`src/rtl/uart_tx.sv`:
```
// uart_tx: serial transmitter draining a byte FIFO onto the tx line, 8N1 or 8E1.
//   Optional even parity compiled in when UART_TX_PARITY_EN is defined.
//   Ports: clk, reset (async, active high), enable, fifo_data/fifo_empty (FIFO head),
//   fifo_read_trig (pop pulse), tx (serial out, idles high), busy (frame on line).
//   tx and busy are registered from the current state, so the line trails the FSM
//   by one cycle; the pop pulse lands in the cycle before the start bit appears.
module uart_tx #(
  parameter int CLKS_PER_BIT = 104
) (
  input  logic       clk,
  input  logic       reset,
  input  logic       enable,
  input  logic [7:0] fifo_data,
  input  logic       fifo_empty,
  output logic       fifo_read_trig,
  output logic       tx,
  output logic       busy
);
  localparam int W = $clog2(CLKS_PER_BIT);
  localparam logic [W-1:0] LAST = W'(CLKS_PER_BIT - 1);
`ifdef UART_TX_PARITY_EN
  typedef enum logic [2:0] {IDLE, START, DATA, PARITY, STOP} state_t;
  logic par_q, par_d;
`else
  typedef enum logic [1:0] {IDLE, START, DATA, STOP} state_t;
`endif
  state_t state_q, state_d;
  logic [W-1:0] div_q, div_d;
  logic [2:0] idx_q, idx_d;
  logic [7:0] shift_q, shift_d;
  logic tx_q, tx_d, busy_q, busy_d, trig_q, trig_d;
  logic last, load;
  assign fifo_read_trig = trig_q;
  assign tx = tx_q;
  assign busy = busy_q;
  always_comb begin
    last = div_q == LAST;
    load = enable && !fifo_empty;
    state_d = state_q;
    div_d = (state_q == IDLE || last) ? '0 : div_q + 1'b1;
    idx_d = idx_q;
    shift_d = shift_q;
    trig_d = 1'b0;
    busy_d = state_q != IDLE;
`ifdef UART_TX_PARITY_EN
    par_d = par_q;
    tx_d = (state_q == START) ? 1'b0 : (state_q == DATA) ? shift_q[0] : (state_q == PARITY) ? par_q : 1'b1;
`else
    tx_d = (state_q == START) ? 1'b0 : (state_q == DATA) ? shift_q[0] : 1'b1;
`endif
    case (state_q)
      IDLE: if (load) begin
        state_d = START;
        shift_d = fifo_data;
        trig_d = 1'b1;
`ifdef UART_TX_PARITY_EN
        par_d = ^fifo_data;
`endif
      end
      START: if (last) begin
        state_d = DATA;
        idx_d = 3'd0;
      end
      DATA: if (last) begin
        shift_d = shift_q >> 1;
        idx_d = idx_q + 3'd1;
`ifdef UART_TX_PARITY_EN
        if (idx_q == 3'd7) state_d = PARITY;
`else
        if (idx_q == 3'd7) state_d = STOP;
`endif
      end
`ifdef UART_TX_PARITY_EN
      PARITY: if (last) state_d = STOP;
`endif
      STOP: if (last) begin
        // chain straight into the next start bit when another byte is waiting
        state_d = load ? START : IDLE;
        if (load) begin
          shift_d = fifo_data;
          trig_d = 1'b1;
`ifdef UART_TX_PARITY_EN
          par_d = ^fifo_data;
`endif
        end
      end
      default: state_d = IDLE;
    endcase
  end
  always_ff @(posedge clk or posedge reset) begin
    if (reset) begin
      state_q <= IDLE;
      div_q <= '0;
      idx_q <= 3'd0;
      shift_q <= 8'd0;
      tx_q <= 1'b1;
      busy_q <= 1'b0;
      trig_q <= 1'b0;
`ifdef UART_TX_PARITY_EN
      par_q <= 1'b0;
`endif
    end else begin
      state_q <= state_d;
      div_q <= div_d;
      idx_q <= idx_d;
      shift_q <= shift_d;
      tx_q <= tx_d;
      busy_q <= busy_d;
      trig_q <= trig_d;
`ifdef UART_TX_PARITY_EN
      par_q <= par_d;
`endif
    end
  end
endmodule

```
`config.mk`:
```
export PLATFORM = sky130hd
export DESIGN_NAME = uart_tx
export DESIGN_NICKNAME = d
export VERILOG_FILES = /design/src/rtl/uart_tx.sv
export SDC_FILE = /design/constraint.sdc
export NUM_CORES = 1
export LEC_CHECK = 0
export CAP_MARGIN = 20
export CELL_PAD_IN_SITES_DETAIL_PLACEMENT = 0
export CELL_PAD_IN_SITES_GLOBAL_PLACEMENT = 1
export CORE_MARGIN = 2
export CORE_UTILIZATION = 39
export DETAILED_ROUTE_END_ITERATION = 16
export PLACE_DENSITY_LB_ADDON = 0.1
export RECOVER_POWER = 100
export SYNTH_ARGS = -nofsm -noshare
export SYNTH_HDL_FRONTEND = slang
export SYNTH_SLANG_ARGS = --single-unit
```
`constraint.sdc`:
```
create_clock -name clk -period 1.8 [get_ports clk]
set_input_delay 0.27 -clock clk [delete_from_list [all_inputs] [get_ports clk]]
set_output_delay 0.27 -clock clk [all_outputs]
set_load 0.02 [all_outputs]
```
==> out/results.txt <==
Counting flops with an async set or reset pin after synthesis yields a share of 100%. The ratio of final minimum period to clock period works out to 95.6%. Combinational logic is responsible for 5.7% of the overall power. Summing the areas of all fa, ha and maj instances in the mapped netlist gives 9.10% of the synthesized area. The total overflow left after global routing is 0. The biggest area contributor in the post-synthesis netlist is sky130_fd_sc_hd__dfrtp_1.

The final layout net count was 151; the largest net degree at the start of global routing was 14. Of the total power, the share spent switching nets is 21.8%. Deepest clock path buffer count: 2. The highest-delay cell along the critical path was sky130_fd_sc_hd__dfrtp_1.

Sequential fraction of design power: 64.4%. Clock tree synthesis selected as its root buffer the cell sky130_fd_sc_hd__clkbuf_4. For this run, the number of Yosys warnings is 0.

The tools report the max-slew headroom at the worst pin as 53.2%. Critical path class: reg2reg. STA classifies the critical path startpoint as a register. The initial core utilization was 40.9%. The family of cells with the greatest summed delay on the critical path was multiplexers. Area of the core: 3030 um2.

In the post-synthesis netlist, the cell with the most instances is sky130_fd_sc_hd__dfrtp_1. Dividing the detail-routed via count by the number of cells gives 4.83. Setup violations remaining at the end of the flow were counted as 0. The critical path endpoint category is a register. The first global-routing pass estimated 3780 um of wire. In this run, CTS created clock tree buffers numbering 3. The main combinational cell family by area after synthesis was multiplexers. Clock skew on the completed layout was measured at 0.00263 ns. Walking the worst path, the cells encountered are inv_1 > ha_2 > clkbuf_2 > mux2_2 > mux2_1. The tightest hold path in the finished design has a slack of 0.358 ns. The number of distinct library cells after synthesis was 32. The power consumption is 0.000805 W. Basic-gate share of the synthesized area counting and, or, nand and nor cells: 12.6%.

Once detail routing completed, the nets flagged for antenna violations numbered 0. The path class of the tightest hold or removal check is in2async. The logs give 0.581 GHz for the maximum operating frequency and 0 for the number of antenna violations at the first check in global routing. The logs give 0.000175 W for the net switching power figure and 0.000630 W for the cell internal power dissipation. Multiplexer cells account for 15.3% of the synthesized area. The combined global-route utilization of all metal layers is 14.2%, and the quantity of gates resized following cts is 0.

After clock tree synthesis, the flow added hold-fix buffers numbering 0. In this run the biggest area consumer among cell types represents 44.5% of the synthesized area. Summed over all failing endpoints, the final setup total negative slack is 0 ns.

After legalization and detailed placement, the total HPWL measured 1710 um. Averaged over all synthesized cells, the footprint is 12.1 um2. The run gives 0 as the number of antenna diodes. The logs give 0 for the max-slew violation count and 0.31 ns for the later-pin clock latency in the skew report. The average wire per standard cell was 12.6 um. The first detailed-routing pass ran for 3 iterations. The overall die area was 3640 um2; the worst endpoint data arrival time was 1.93 ns. Routability-driven placement finished with a final weighted congestion of 0.788. Critical path buffer and inverter count: 2. Sequential cells were found to cover 46.6% of the synthesized design area. The max-cap violation count was 0. The synthesized netlist devotes 2.83% of its cell area to XOR and XNOR gates. Peak supply drop: 0.259 mV. The clock network is responsible for 29.8% of the overall power. After clock tree synthesis, the clock-pin slew on the worst setup and hold paths is 0.13 ns. CTS saw 23 sinks. The number of DRC violations after detailed-routing iteration 0 was 21; the maximum single-stage delay on the critical path was 0.44 ns. The total via count after detailed routing was 836; the number of top-level design ports was 15.

Synthesis produced 102 cells. The count of buffers added on input and output ports is 14. The total length of routed wires was 2180 um; the total DRC errors in the routed layout was 0. The critical-path maximum fanout is 7, and the number of placement rows is 20.

The run gives 0 as the count of final hold-check violations. The H-tree depth was 1. The via count of the first global-routing pass was 876; the area of the mapped netlist was 1240 um2. The run finished with clean final reports.

The die is 60.3 um wide. The layout cell share with drive strength beyond 1 was 22.5%. Dividing total power by cell area gives a power density of 538 nW/um2. Number of nets in the synthesized netlist: 123. The tools report the number of post-CTS setup repair buffers as 0. The number of enable flip-flop cells after synthesis came out at 0.

In this run, synthesis produced a sequential element count of 23. TritonCTS built the clock tree. The leakage power came out at 0.660 nW. By count the netlist is led by 22 x sky130_fd_sc_hd__dfrtp_1, 9 x sky130_fd_sc_hd__ha_1, 7 x sky130_fd_sc_hd__mux2_2.

For this run, the leading register cell type out of synthesis is sky130_fd_sc_hd__dfrtp_1. The tools report the data required time of the critical path as 2.01 ns. Ranked by total cell area, the synthesized netlist is headed by sky130_fd_sc_hd__dfrtp_1 44%, sky130_fd_sc_hd__ha_1 9.1%, sky130_fd_sc_hd__mux2_4 7.3%, sky130_fd_sc_hd__mux2_2 6.4%, sky130_fd_sc_hd__a21oi_1 2.4%.

At the pin with the least slew margin, the transition time is 0.702 ns. From synthesis to final layout, the design area changed by 20.8%. Setup repair after global routing left no endpoint under its margin. Summing the areas of all compound-gate instances in the mapped netlist gives 9.61% of the synthesized area. The die is 60.3 um tall.

The worst path in the final design needs a cycle of 1.72 ns, including I/O delays and setup.
[worst paths after layout]
check                           startpoint             end  slack [ns]  depth (start not counted)
worst min register to register    div_q[0]        div_q[0]        0.47                          1
worst min-delay path                 reset  fifo_read_trig        0.36                          2
min in group clk                  div_q[0]        div_q[0]        0.47                          1
worst max-delay path            state_q[0]      shift_q[1]        0.08                          5
max in group asynchronous            reset      shift_q[3]        0.49                          3
worst max register to register  state_q[0]      shift_q[1]        0.08                          5
[cells by family (layout without fill, tap and decap cells)]
group | count (synthesis) | count (layout)
XOR/XNOR | 4 | 4
AND/OR/NAND/NOR | 24 | 24
flip-flops | 23 | 23
adder cells (fa/ha/maj) | 9 | 9
buffers and inverters | 9 | 36
multiplexers | 15 | 15
AO/OA/AOI/OAI | 18 | 18
[through the flow]
step                      utilization, %  setup WS, ns  cell area (um2)  instances
after floorplan                        -         0.117             1240        102
after global routing                49.4       0.00712             1500        173
after CTS                           50.7        0.0654             1540        173
final                               49.4        0.0799             1500        173
after global placement              49.8        0.0726             1510        169
after detailed placement            49.8        0.0701             1510        169
[power groups by stage]
stage | clock [W] | sequential, W | combinational [W]
2_1_floorplan | 0 | 0.000528 | 0.0000175
3_5_place_dp | 0 | 0.000528 | 0.0000492
3_3_place_gp | 0 | 0.000528 | 0.0000485
4_1_cts | 0.000253 | 0.000518 | 0.0000494
5_1_grt | 0.000274 | 0.000519 | 0.0000514
6_report | 0.000240 | 0.000518 | 0.0000461
[worst reg2reg max path: cells and delay by family, from the launching register on]
kind       cells  cell delay [ns]
buf+inv        2             0.31
fa+ha+maj      1             0.23
mux            2             0.65
flops          1             0.44
[cell type report]
class / instances / area, um2
sequential: 23 / 577
fill: 301 / 1530
inverter: 6 / 22.5
clock buffer: 3 / 22.5
timing repair buffer: 26 / 226
tap: 44 / 55.1
clock inverter: 1 / 5.00
multi-input combinational: 70 / 587
[cells in the final DEF (no fill, tap or decap), drive strengths merged, types with 2 or more instances in the layout]
cell type,netlist,final
a21oi,6,6
a32o,2,2
and2b,2,2
buf,2,7
clkbuf,1,8
clkdlybuf4s50,0,11
dfrtp,22,22
dlygate4sd3,0,3
ha,9,9
inv,6,6
mux2,13,13
mux2i,2,2
nand2,2,2
nand3,3,3
nor2,4,4
nor3,5,5
nor3b,3,3
o21ai,4,4
xnor2,2,2
xor2,2,2
[per-layer routing]
metal / up-vias / global-route usage (%) / routed length, um / part of all wire [%]
met5: - / 0 / 0 / 0
met4: 0 / 6.67 / 31 / 1.4
met3: 4 / 2.35 / 72 / 3.3
met2: 12 / 23.1 / 1030 / 47
met1: 403 / 18.3 / 1050 / 48
li1: 417 / - / - / -
[registers in the layout, indices dropped and copies added (netlist names)]
| register | cells |
|---|---|
| state_q | 2 |
| tx | 1 |
| busy | 1 |
| fifo_read_trig | 1 |
| idx_q | 3 |
| div_q | 7 |
| shift_q | 8 |
No activity file was read; power rests on OpenSTA's default activity.
